$ cat src/rtl/pipe_adder_pkg.sv
// Shared types and elaboration helpers for the pipelined carry-ripple adder.
// Stage records use a fixed maximum width so one type serves every DATA_WIDTH.
package pipe_adder_pkg;

  localparam int unsigned MAX_WIDTH = 64;

  // Resolved sum bits accumulate in sum; a/b keep only the still-unresolved upper bits.
  typedef struct packed {
    logic                 vld;
    logic                 carry;
    logic                 ovf;
    logic [MAX_WIDTH-1:0] sum;
    logic [MAX_WIDTH-1:0] a;
    logic [MAX_WIDTH-1:0] b;
  } stage_t;

  function automatic int unsigned calc_stages(input int unsigned data_width,
                                              input int unsigned stage_width);
    return data_width / stage_width;
  endfunction

endpackage

$ cat src/rtl/pipe_adder_stage.sv
// One pipeline slice: STAGE_WIDTH-bit ripple-carry adder feeding a registered
// stage record, with a ready chain that lets bubbles collapse.
module pipe_adder_stage
  import pipe_adder_pkg::*;
#(
  parameter int unsigned DATA_WIDTH  = 8,
  parameter int unsigned STAGE_WIDTH = 2,
  parameter int unsigned IDX         = 0
) (
  input  logic   clk,
  input  logic   rst_n,
  input  stage_t d,
  input  logic   down_rd,
  output logic   up_rd,
  output stage_t q
);

  localparam int unsigned BASE = IDX * STAGE_WIDTH;
  localparam bit          LAST = (BASE + STAGE_WIDTH == DATA_WIDTH);

  stage_t nxt;
  logic   c;
  logic   c_msb;

  // NOTE: every variable gets a default at the top so no path leaves it unassigned (no latch).
  always_comb begin
    nxt   = d;
    c     = d.carry;
    c_msb = 1'b0;
    for (int i = 0; i < int'(STAGE_WIDTH); i++) begin
      if (BASE + i == DATA_WIDTH - 1) c_msb = c;
      // NOTE: blocking assignments here model the ripple: the sum bit uses c before it is updated.
      nxt.sum[BASE+i] = d.a[BASE+i] ^ d.b[BASE+i] ^ c;
      c = (d.a[BASE+i] & d.b[BASE+i]) | (d.a[BASE+i] & c) | (d.b[BASE+i] & c);
      nxt.a[BASE+i] = 1'b0;
      nxt.b[BASE+i] = 1'b0;
    end
    nxt.carry = c;
    if (LAST) nxt.ovf = c_msb ^ c;
  end

  // The slot can take new data when empty or when its current content moves on.
  assign up_rd = !q.vld | down_rd;

  // NOTE: sequential state uses non-blocking assignments so all stages update from pre-edge values.
  always_ff @(posedge clk or negedge rst_n) begin
    if (!rst_n) begin
      q <= '0;
    end else if (up_rd) begin
      q <= nxt;
    end
  end

endmodule

$ cat src/rtl/pipe_adder.sv
// Pipelined adder/subtractor resolving STAGE_WIDTH bits per stage, with
// valid/ready handshakes on input and output.
module pipe_adder
  import pipe_adder_pkg::*;
#(
  parameter int unsigned DATA_WIDTH  = 8,
  parameter int unsigned STAGE_WIDTH = 2
) (
  input  logic                  clk,
  input  logic                  rst_n,
  input  logic [DATA_WIDTH-1:0] a,
  input  logic [DATA_WIDTH-1:0] b,
  input  logic                  ci,
  input  logic                  sub,
  input  logic                  in_vld,
  output logic                  in_rd,
  output logic [DATA_WIDTH-1:0] s,
  output logic                  co,
  output logic                  ovf,
  output logic                  out_vld,
  input  logic                  out_rd
);

  localparam int unsigned STAGES = calc_stages(DATA_WIDTH, STAGE_WIDTH);

  if (STAGE_WIDTH == 0 || DATA_WIDTH == 0 || (DATA_WIDTH % STAGE_WIDTH) != 0 ||
      DATA_WIDTH > MAX_WIDTH) begin : g_bad_params
    $error("pipe_adder: DATA_WIDTH must be a nonzero multiple of STAGE_WIDTH and <= MAX_WIDTH");
  end

  stage_t        link [STAGES+1];
  logic [STAGES:0] rd;
  stage_t        entry;
  logic          unused_tail;

  // b is inverted once at entry; sub is not carried further down the pipe.
  always_comb begin
    entry                   = '0;
    entry.vld               = in_vld;
    entry.carry             = ci;
    entry.a[DATA_WIDTH-1:0] = a;
    entry.b[DATA_WIDTH-1:0] = sub ? ~b : b;
  end

  assign link[0]    = entry;
  assign rd[STAGES] = out_rd;

  for (genvar k = 0; k < int'(STAGES); k++) begin : g_stage
    pipe_adder_stage #(
      .DATA_WIDTH  (DATA_WIDTH),
      .STAGE_WIDTH (STAGE_WIDTH),
      .IDX         (k)
    ) u_stage (
      .clk     (clk),
      .rst_n   (rst_n),
      .d       (link[k]),
      .down_rd (rd[k+1]),
      .up_rd   (rd[k]),
      .q       (link[k+1])
    );
  end

  assign in_rd   = rst_n & rd[0];
  assign out_vld = link[STAGES].vld;
  assign s       = link[STAGES].sum[DATA_WIDTH-1:0];
  assign co      = link[STAGES].carry;
  assign ovf     = link[STAGES].ovf;

  // Operand bits are all consumed by the last stage; only the low sum bits leave.
  assign unused_tail = ^{link[STAGES].a, link[STAGES].b, link[STAGES].sum};

endmodule

$ cat config.mk
export PLATFORM = sky130hd
export DESIGN_NAME = pipe_adder
export DESIGN_NICKNAME = d
export VERILOG_FILES = /design/src/rtl/pipe_adder_pkg.sv /design/src/rtl/pipe_adder_stage.sv /design/src/rtl/pipe_adder.sv
export SDC_FILE = /design/constraint.sdc
export NUM_CORES = 1
export LEC_CHECK = 0
export CORE_MARGIN = 2
export CORE_UTILIZATION = 35
export CTS_CLUSTER_DIAMETER = 150
export DETAILED_ROUTE_END_ITERATION = 7
export PLACE_DENSITY = 0.6
export SKIP_LAST_GASP = 1
export SYNTH_ARGS = -nofsm -noshare
export SYNTH_HDL_FRONTEND = slang
export SYNTH_SLANG_ARGS = --single-unit
$ cat constraint.sdc
create_clock -name clk -period 2.1 [get_ports clk]
set_input_delay 0.42 -clock clk [delete_from_list [all_inputs] [get_ports clk]]
set_output_delay 0.42 -clock clk [all_outputs]
set_load 0.005 [all_outputs]
; ---- After elaboration in Yosys (flattened, before gate mapping)
; Index checks and enable logic that the tools add are counted.
[op_classes]
addsub = 0
eq_ne = 0
n_lt_le_gt_ge = 0
n_shift = 0
mul = 0
reduce_logical = 4
n_mux = 1
n_div = 0
bitwise_logic = 63
[op_table]
columns = cell, n
row1 = $and 1x1->1, 25
row2 = $or 1x1->1, 20
row3 = $xor 1x1->1, 17
row4 = $mux 8, 1
row5 = $not 8->8, 1
row6 = $logic_not 1->1, 4
[totals]
elab_cells = 87
latchBits = 0
n_memories = 0
input_bits = 22
mem_bits_rw = 0
ff_bits = 53
mem_bits_ro = 0

; ---- Logic depth before layout (Yosys ltp)
; Gate-level depths: netlist (run 1).
[logic_depth]
word_depth = 8
mapped_depth = 5

; ---- Hierarchy
; A second synthesis (run 1) with hierarchy kept.
[hier_totals]
hier_cells = 1688
hier_area_um2 = 32034.5
[by_module_without_submodules]
columns = mod, cells_per_inst, instances, area_per_inst_um2
row1 = pipe_adder_stage at g_stage[0].u_stage ..., 419, 3, 7990.2
row2 = pipe_adder_stage at g_stage[3].u_stage, 420, 1, 7972.6
row3 = pipe_adder, 11, 1, 91.3

; ---- Worst setup path before layout (run 1)
; Ideal clock, no wire load.
[synth_path]
kind = input-to-reg
startpoint = input port sub
endpoint = register g_stage[0].u_stage.q[129] (netlist name)
required_time_ps = 1975
path_slack_ps = 15
arrival_ps = 1960
n_path_buf = 1
stages = 5
cell_sequence = clkbuf_1 -> xor2_1 -> fa_1 -> fa_1 -> mux2_4
[synth_rtl]
columns = element, line_no
row1 = "start, declared", pipe_adder.sv:14  ; input logic sub,
row2 = "end signal, assigned", pipe_adder_stage.sv:50  ; q <= nxt;
row3 = "end, declared", pipe_adder_stage.sv:15  ; output stage_t q

==> results of run 1 <==
[metrics by stage]
| stage | area [um2] | worst slack, ns |
|---|---|---|
| floorplan | 2270 | 0.0152 |
| global placement | 2700 | -0.202 |
| detailed placement | 2700 | -0.205 |
| CTS | 2780 | 0.126 |
| global route | 2780 | 0.0949 |
| finish | 2780 | 0.141 |
[where the power goes]
| group | switching [mW] | internal, mW |
|---|---|---|
| logic | 0.310 | 0.471 |
| registers | 0.130 | 1.30 |
| clock network | 0.310 | 0.238 |
| total | 0.750 | 2.01 |
[path summary, 6_finish.rpt]
path                                                        from                                     to  slack, ns  cells past startpoint
max                                                          sub  g_stage[0].u_stage.q[129]$_DFFE_PN0P_       0.14                      5
min                                                        rst_n  g_stage[0].u_stage.q[193]$_DFFE_PN0P_       0.23                      2
max reg2reg                  g_stage[2].u_stage.q[6]$_DFFE_PN0P_  g_stage[3].u_stage.q[192]$_DFFE_PN0P_       0.46                      5
min reg2reg                g_stage[1].u_stage.q[129]$_DFFE_PN0P_  g_stage[1].u_stage.q[129]$_DFFE_PN0P_       0.47                      2
max in group asynchronous                                  rst_n  g_stage[3].u_stage.q[129]$_DFFE_PN0P_       1.42                      2
min in group clk           g_stage[1].u_stage.q[129]$_DFFE_PN0P_  g_stage[1].u_stage.q[129]$_DFFE_PN0P_       0.47                      2
[worst register-to-register path, cell delays in order (launching register included)]
cell and delay, ns:
dfrtp_1 0.33, inv_1 0.06, fa_1 0.47, fa_1 0.43, xnor2_1 0.17, a21oi_1 0.08
[cells in the mapped netlist]
master,instances
mux2i_1,2
nand2_1,26
inv_1,15
buf_2,1
dfrtp_1,53
o21ai_0,8
mux2_2,17
fa_1,8
nand4b_1,1
and2_1,1
nand2_4,1
mux2_4,6
a21oi_1,10
nor2_1,10
xor2_1,6
xnor2_1,3
clkbuf_1,5
nand2b_1,5
buf_6,1
and4b_1,1
nand3b_1,1
buf_4,1
[cells by family after synthesis]
logic type | after synthesis | synth area share, %
XOR/XNOR | 9 | 3.48
multiplexers | 25 | 13.3
AO/OA/AOI/OAI | 18 | 3.98
buffers and inverters | 23 | 4.36
adder cells (fa/ha/maj) | 8 | 7.07
AND/OR/NAND/NOR | 46 | 9.28
flip-flops | 53 | 58.5
[per-layer routing]
metal  vias up  track usage (%)  wire length (um)
met1       628             15.5              1730
met3         5             3.44               152
met2        29             16.5              1610
met5         -                0                 0
li1        653                -                 -
met4         0             4.33                62
[repair_timing]
| action | in CTS | in global routing |
|---|---|---|
| resized for setup | 3 | 0 |
| endpoints found under the setup margin | 1 | 0 |
| buffers inserted | 1 | 0 |
[layout make-up]
type	count	area (um2)	area share [%]
clock buffers	8	80.1	2.88
inverters	15	56.3	2.02
multi-input cells	106	842	30.2
flip-flops and latches	53	1330	47.6
well taps	77	96.3	3.46
repair buffers	41	383	13.8
[layout by cell type, fill, tap and decap left out, types with 2 or more instances in the layout]
cell type        instances
nand2_1                 26
mux2_2                  17
mux2i_1                  2
buf_4                    8
dfrtp_1                 53
nor2_1                  10
fa_1                     8
clkbuf_8                 5
mux2_4                   6
nand2b_1                 5
dlygate4sd2_1            2
clkbuf_1                 3
inv_1                   15
o21ai_0                  8
clkdlybuf4s50_1         30
xor2_1                   6
a21oi_1                 10
xnor2_1                  3
==> summary.txt, run 1 <==
Routing
  – Vias/cell: 4.38
  – Pre-antenna DRT Iters: 4
  – ANT nets after route: 0
  – Drt total wl: 3560 um
  – Remaining DRCs: 0
  – Routed len/inst: 11.9 um
  – Via total after detailed routing: 1315
  – Number of DRC markers in iteration 0: 78

Outcome
  – Status: finished clean

Logic synthesis
  – Top cells by area, synth: dfrtp_1 (59%), mux2_2 (8.4%), fa_1 (7.1%)
  – Yosys top cell area share: 58.5%
  – Seq cells post-synth: 53
  – Sequential fraction of the synthesis area: 58.5%
  – Synth area leader: dfrtp_1
  – Synth cell types: 22
  – Synth warn: 0
  – Syn Inst Count: 182
  – Netlist Area Pre-Place: 2270 um2
  – Syn_nets: 212
  – Syn avg cell area: 12.5 um2

Power
  – Leakage power: 1.28 nW
  – Pwr Density: 992 nW/um2
  – Total power: 2.76 mW
  – Largest vdd supply drop: 389 uV

Die
  – Ports: 34
  – Core area: 6310 um2
  – Die width: 84.5 um
  – Die Area: 7130 um2
  – Chip height: 84.5 um
  – Row cnt: 29
  – Initial Util: 35.9%

Critical path
  – CP Launch Type: input pin
  – CP Buf/Inv Count: 1
  – CP dominant cell by count: fa_1
  – Endpoint class of the critical path: flop
  – CP required: 2.29 ns
  – Worst path max stage delay: 0.47 ns
  – Worst-path fanout max: 2
  – Worst setup path class: in2reg
  – Worst path slowest cell: clkdlybuf4s50_1
  – Crit-path leading delay family: adder cells
  – Arr. time, crit path: 2.15 ns
  – CP Cell Sequence: clkdlybuf4s50_1 -> xor2_1 -> fa_1 -> fa_1 -> mux2_4

Placed design
  – Port bufs: 33
  – Post-detail-place hpwl: 2550 um
  – GP Congestion: 0.725
  – # placed instances: 291

STA
  – Min Tclk post-route: 1.96 ns
  – RSZ-0062 raised after global routing: false
  – Finish-stage setup viols: 0
  – Setup TNS Final: 0 ns
  – Worst-margin pin slew: 0.661 ns
  – Max-slew violation count: 0
  – Fin Hold WS: 0.231 ns
  – Fin crit share: 93.3%
  – Slew HR: 56.0%
  – Max Freq: 0.511 GHz
  – Layout Skew: 0.00418 ns
  – Final hold violations: 0

Cells and area
  – Diodes inserted: 0
  – Largest regs: g_stage.u_stage.q: 53 flops
  – Final std cells w/o fill: 300
  – Final core occ: 44.1%
  – Reg with most FFs: g_stage.u_stage.q
  – FILL cells: 636
  – Area grow syn2layout: 22.9%
  – Share of cells above drive strength 1: 17.5%
  – Nets: 252
  – Largest register FFs: 53

GRT
  – Largest net degree at the start of global routing: 54
  – Initial antenna violation count: 0
  – Vias in the first global route: 1306
  – Total GRT Usage: 11.1%
  – Remaining Overflow, GRT: 0
  – Global-route wire length before repair: 6220 um

Hold path
  – Worst min path class: in2async

Clock tree
  – Clock Latency Late Sink: 0.30 ns
  – CTS max path bufs: 2
  – Cts bufs inserted: 5
  – CTS tree: done
  – Root Buffer: clkbuf_8
  – H-tree depth: 2
  – Reg clk slew, reported paths: 0.09 ns
  – Post-CTS Hold Buffers: 0
  – # clock sinks: 53

Run
  – Max-Cap Viols: 0
Power figures use the tool's default switching activity.
==> run 2, diff against run 1 <==
- CELL_PAD_IN_SITES_DETAIL_PLACEMENT: unset -> 2
- CELL_PAD_IN_SITES_GLOBAL_PLACEMENT: unset -> 2
- PLACE_DENSITY: 0.6 -> 0.81
==> run 2 against run 1 <==
First-iteration DRC count decreased by 23%. Total power increased by 3.2%. Critical endpoint unchanged. Final area increased by 0.40%. Register-to-register slack got worse by 0.03 ns.
==> summary.txt, run 2 (same netlist as run 1, synthesis figures left out) <==
Outcome
  – Status: finished clean

Critical path
  – CP required: 2.29 ns
  – CP Buf/Inv Count: 1
  – Worst setup path class: in2reg
  – Endpoint class of the critical path: flop
  – CP dominant cell by count: fa_1
  – Worst path slowest cell: clkdlybuf4s50_1
  – CP Cell Sequence: clkdlybuf4s50_1 -> xor2_1 -> fa_1 -> fa_1 -> mux2_4
  – CP Launch Type: input pin
  – Arr. time, crit path: 2.20 ns
  – Crit-path leading delay family: adder cells
  – Worst-path fanout max: 2
  – Worst path max stage delay: 0.48 ns

Power
  – Largest vdd supply drop: 458 uV
  – Leakage power: 1.29 nW
  – Pwr Density: 1020 nW/um2

STA
  – Fin Hold WS: 0.306 ns
  – Layout Skew: 0.00314 ns
  – RSZ-0062 raised after global routing: false
  – Min Tclk post-route: 2.00 ns
  – Max-slew violation count: 0
  – Finish-stage setup viols: 0
  – Slew HR: 54.4%
  – Setup TNS Final: 0 ns
  – Final hold violations: 0
  – Fin crit share: 95.3%
  – Worst-margin pin slew: 0.683 ns
  – Max Freq: 0.500 GHz

Clock tree
  – # clock sinks: 53
  – H-tree depth: 2
  – Reg clk slew, reported paths: 0.09 ns
  – CTS tree: done
  – Root Buffer: clkbuf_8
  – Cts bufs inserted: 5
  – Clock Latency Late Sink: 0.30 ns
  – CTS max path bufs: 2

Routing
  – Pre-antenna DRT Iters: 2
  – Vias/cell: 4.67
  – Number of DRC markers in iteration 0: 60
  – ANT nets after route: 0
  – Remaining DRCs: 0
  – Via total after detailed routing: 1405
  – Drt total wl: 4850 um
  – Routed len/inst: 16.1 um

GRT
  – Total GRT Usage: 15.4%
  – Remaining Overflow, GRT: 0
  – Largest net degree at the start of global routing: 54
  – Global-route wire length before repair: 8410 um
  – Initial antenna violation count: 0
  – Vias in the first global route: 1585

Cells and area
  – Largest regs: g_stage.u_stage.q: 53 flops
  – Most frequent cells in the layout: dfrtp_1 (53), clkdlybuf4s50_1 (30), nand2_1 (26), mux2_2 (17), inv_1 (15)
  – Most common cell after layout, fill and taps aside: dfrtp_1
  – Share of cells above drive strength 1: 18.3%
  – Reg with most FFs: g_stage.u_stage.q
  – Area grow syn2layout: 23.4%
  – Final core occ: 44.3%
  – Diodes inserted: 0
  – Nets: 253
  – Largest register FFs: 53
  – Final std cells w/o fill: 301

Die
  – Ports: 34
  – Die Area: 7130 um2
  – Row cnt: 29
  – Initial Util: 35.9%
  – Chip height: 84.5 um
  – Core area: 6310 um2
  – Die width: 84.5 um

Run
  – Max-Cap Viols: 0

Placed design
  – # placed instances: 292
  – Post-detail-place hpwl: 3470 um
  – Port bufs: 33
  – GP Congestion: 0.699

Hold path
  – Worst min path class: in2async
run 2: cell count changes in the layout (fill, tap and decap cells not counted), sizes merged:
cell	before	now
buf	9	10
clkbuf	8	7
clkinvlp	0	1
run 2: path summary, 6_finish.rpt:
| path | start | endpoint | slack (ns) | cells past startpoint |
|---|---|---|---|---|
| worst max register to register | g_stage[2].u_stage.q[6]$_DFFE_PN0P_ | g_stage[3].u_stage.q[192]$_DFFE_PN0P_ | 0.43 | 5 |
| worst min-delay path | rst_n | g_stage[3].u_stage.q[134]$_DFFE_PN0P_ | 0.31 | 2 |
| worst min register to register | g_stage[1].u_stage.q[71]$_DFFE_PN0P_ | g_stage[1].u_stage.q[71]$_DFFE_PN0P_ | 0.48 | 2 |
| min in group clk | g_stage[1].u_stage.q[71]$_DFFE_PN0P_ | g_stage[1].u_stage.q[71]$_DFFE_PN0P_ | 0.48 | 2 |
| max in group asynchronous | rst_n | g_stage[3].u_stage.q[130]$_DFFE_PN0P_ | 1.35 | 2 |
| worst max-delay path | sub | g_stage[0].u_stage.q[129]$_DFFE_PN0P_ | 0.1 | 5 |
run 2: cell type report:
class	count	area, um2
Fill cell	662	3520
Sequential cell	53	1330
Multi-Input combinational cell	106	842
Timing Repair Buffer	42	390
Tap cell	77	96.3
Clock buffer	7	76.3
Inverter	15	56.3
Clock inverter	1	7.51
run 2: timing repair:
item                                    in CTS  in global routing
endpoints found under the setup margin       1                  0
hold buffers                                 0                  0
resized for setup                            3                  0
setup buffers                                1                  0
endpoints found under the hold margin        0                  0
run 2: stage by stage:
step	worst slack (ns)	power (mW)	instance area (um2)
floorplan	0.0152	1.88	2270
finish	0.0981	2.85	2800
global route	0.0866	3.06	2800
global placement	-0.251	2.24	2710
detailed placement	-0.274	2.32	2710
CTS	0.110	2.90	2800
run 2: per-layer routing:
metal  track usage [%]  routed length (um)  up-vias
met5                 0                   0        -
met4              4.33                  65        0
met3              3.24                 149        5
met2              26.3                2500       27
met1              20.1                2130      717
li1                  -                   -      656
run 2: report_power, final:
group / switching, mW / total (mW) / internal, mW / leakage (nW)
sequential: 0.150 / 1.45 / 1.30 / 0.614
clock: 0.333 / 0.570 / 0.237 / 0.0385
combinational: 0.349 / 0.826 / 0.477 / 0.634
==> run 3, diff against run 2 <==
- ABC_AREA: unset -> 1
- CORE_UTILIZATION: 35 -> 33
- PLACE_DENSITY: 0.81 -> 0.87
==> run 3 against run 2 <==
Sequential power about the same. Synthesized cell count is 32% higher. Worst setup slack improved by 0.0030 ns. Register-to-register slack improved by 0.03 ns. Via count increased by 19%. Sequential share of layout area hardly changed. Clock power rose by 0.7%. Wire length increased by 6.7%. Combinational power is 8.7% lower. Non-clock buffer count shrank 3. Flip-flop and latch count is the same. Die area increased by 6.8%. Largest cell class unchanged. Largest power group unchanged.
==> summary.txt, run 3 <==
Outcome
  – Status: finished clean

STA
  – Final hold violations: 0
  – Worst-margin pin slew: 0.686 ns
  – Layout Skew: 0.00433 ns
  – Finish-stage setup viols: 0
  – Final WS setup: 0.101 ns
  – Fin crit share: 95.2%
  – Min Tclk post-route: 2.00 ns
  – Setup TNS Final: 0 ns
  – Max Freq: 0.500 GHz
  – Max-slew violation count: 0
  – RSZ-0062 raised after global routing: false
  – Slew HR: 54.3%

Routing
  – Via total after detailed routing: 1665
  – Vias/cell: 4.68
  – Remaining DRCs: 0
  – Drt total wl: 5180 um
  – Pre-antenna DRT Iters: 2
  – ANT nets after route: 0
  – Number of DRC markers in iteration 0: 70
  – Routed len/inst: 14.5 um

Logic synthesis
  – Largest family of logic cells by synthesized area: simple AND/OR/NAND/NOR gates
  – Syn avg cell area: 9.54 um2
  – Yosys top cell area share: 58.0%
  – EDFF count, synth: 0
  – Top cells by area, synth: dfrtp_1 (58%), nand2_1 (16%), fa_1 (7.0%)
  – Main synth FF type: dfrtp_1
  – Synth Area in Simple Gates: 21.9%
  – Synth Area in Compound Gates: 4.26%
  – Mux cell area share after synthesis: 0%
  – Most common cell in the netlist: nand2_1
  – Post-synth top cells: nand2_1 (99), dfrtp_1 (53), inv_1 (19)
  – Seq cells post-synth: 53
  – Synth warn: 0
  – Syn Inst Count: 240
  – Synth area leader: dfrtp_1
  – Netlist Area Pre-Place: 2290 um2
  – Post-synth ARST share: 100%
  – Syn_nets: 270
  – XOR/XNOR Fraction of Synth Area: 3.44%
  – Post-Synth Adder-Cell Area: 7.00%
  – Synth cell types: 19
  – Sequential fraction of the synthesis area: 58.0%

Hold path
  – Worst min path class: in2async

Power
  – Internal power: 1.92 mW
  – Pwr Density: 988 nW/um2
  – Logic pwr share: 27.3%
  – Switching pwr: 841 uW
  – Leakage power: 1.38 nW
  – Sw Share: 30.4%
  – Clk pwr share: 20.8%
  – Flop pwr share: 51.9%
  – Largest vdd supply drop: 282 uV

Critical path
  – CP required: 1.68 ns
  – CP Buf/Inv Count: 3
  – Worst path max stage delay: 0.46 ns
  – Worst path slowest cell: clkdlybuf4s50_1
  – Arr. time, crit path: 1.58 ns
  – CP Launch Type: input pin
  – Endpoint class of the critical path: primary output
  – Worst setup path class: in2out
  – Crit-path leading delay family: buffers and inverters
  – Worst-path fanout max: 2
  – CP Cell Sequence: clkdlybuf4s50_1 -> inv_1 -> nand3_2 -> nor2_2 -> a21boi_1 -> dlygate4sd2_1

Clock tree
  – Cts bufs inserted: 5
  – H-tree depth: 2
  – CTS max path bufs: 2
  – # clock sinks: 53
  – Reg clk slew, reported paths: 0.09 ns
  – Root Buffer: clkbuf_8
  – CTS tree: done
  – Clock Latency Late Sink: 0.30 ns
  – Post-CTS setup buffers: 0

Cells and area
  – Reg with most FFs: g_stage.u_stage.q
  – Most frequent cells in the layout: nand2_1 (99), dfrtp_1 (53), clkdlybuf4s50_1 (31), inv_1 (19), nand3_1 (16)
  – Nets: 306
  – FILL cells: 729
  – Largest regs: g_stage.u_stage.q: 53 flops
  – Area grow syn2layout: 22.3%
  – Diodes inserted: 0
  – Largest register FFs: 53
  – Most common cell after layout, fill and taps aside: nand2_1
  – Share of cells above drive strength 1: 6.88%

Placed design
  – Port bufs: 33
  – Post-detail-place hpwl: 3840 um
  – Dpl ws: -0.219 ns
  – GP Congestion: 0.721

Die
  – Core area: 6760 um2
  – Die Area: 7620 um2
  – Die width: 87.3 um
  – Initial Util: 33.9%
  – Row cnt: 30
  – Chip height: 87.3 um
  – Ports: 34

GRT
  – Total GRT Usage: 15.8%
  – Global-route wire length before repair: 9010 um
  – Initial antenna violation count: 0
  – Vias in the first global route: 1893
  – Remaining Overflow, GRT: 0
  – Largest net degree at the start of global routing: 54

Run
  – Max-Cap Viols: 0
[run 3: cell types whose count changed after synthesis, moves of 4 or more]
cell	previous run	this run
nand3_1	0	16
o21ai_1	0	4
mux2_2	17	0
mux2_4	6	0
nand2b_1	5	0
nor2_1	10	1
a21oi_1	10	0
inv_1	15	19
buf_2	1	6
o21ai_0	8	14
nand2_1	26	99
[run 3: per-stage QoR]
step | util (%) | power, mW | hold slack [ns] | area (um2) | instances
after floorplan | - | 1.82 | 0.124 | 2290 | 240
after global placement | 40.1 | 2.14 | 0.453 | 2710 | 349
final | 41.4 | 2.76 | 0.255 | 2800 | 356
after global routing | 41.4 | 2.99 | 0.328 | 2800 | 356
after detailed placement | 40.1 | 2.24 | 0.460 | 2710 | 349
after CTS | 41.4 | 2.83 | 0.285 | 2800 | 356
[run 3: final timing paths]
kind | startpoint | end | slack, ns | cells after the start
min in group clk | g_stage[3].u_stage.q[132]$_DFFE_PN0P_ | g_stage[3].u_stage.q[132]$_DFFE_PN0P_ | 0.47 | 2
max | out_rd | in_rd | 0.10 | 6
max reg2reg | g_stage[2].u_stage.q[6]$_DFFE_PN0P_ | g_stage[3].u_stage.q[192]$_DFFE_PN0P_ | 0.46 | 5
min reg2reg | g_stage[3].u_stage.q[132]$_DFFE_PN0P_ | g_stage[3].u_stage.q[132]$_DFFE_PN0P_ | 0.47 | 2
min | rst_n | g_stage[2].u_stage.q[132]$_DFFE_PN0P_ | 0.25 | 2
max in group asynchronous | rst_n | g_stage[0].u_stage.q[194]$_DFFE_PN0P_ | 1.38 | 2
[run 3: power groups by stage]
stage               clock (mW)  sequential (mW)  combinational [mW]
floorplan                    0             1.42               0.393
global placement             0             1.43               0.705
detailed placement           0             1.46               0.777
CTS                      0.607             1.44               0.781
global route             0.649             1.47               0.872
finish                   0.574             1.43               0.754
[run 3: kinds of logic (layout without fill, tap and decap cells)]
family,Yosys count,in the layout
buffers and inverters,30,66
XOR/XNOR,9,9
AO/OA/AOI/OAI,19,19
flip-flops,53,53
adder cells (fa/ha/maj),8,8
AND/OR/NAND/NOR,121,121
[run 3: cell type report]
type                       instances  area (um2)  area share [%]
inverter                          20        75.1            2.68
tap                               80         100            3.58
sequential                        53        1330            47.4
clock buffer                       7        86.3            3.09
timing repair buffer              39         369            13.2
multi-input combinational        157         841            30.1
[run 3: metal layers]
layer	GRT usage, %	vias up	wire [um]
met5	0	-	0
met4	6.15	0	81
met3	3.22	6	160
met2	29.2	33	2810
met1	17.6	826	2120
li1	-	800	-
[run 3: timing repair]
action | 4_1_cts | 5_1_grt
gates resized for setup | 2 | 1
endpoints found under the setup margin | 1 | 1
hold buffers | 0 | 0
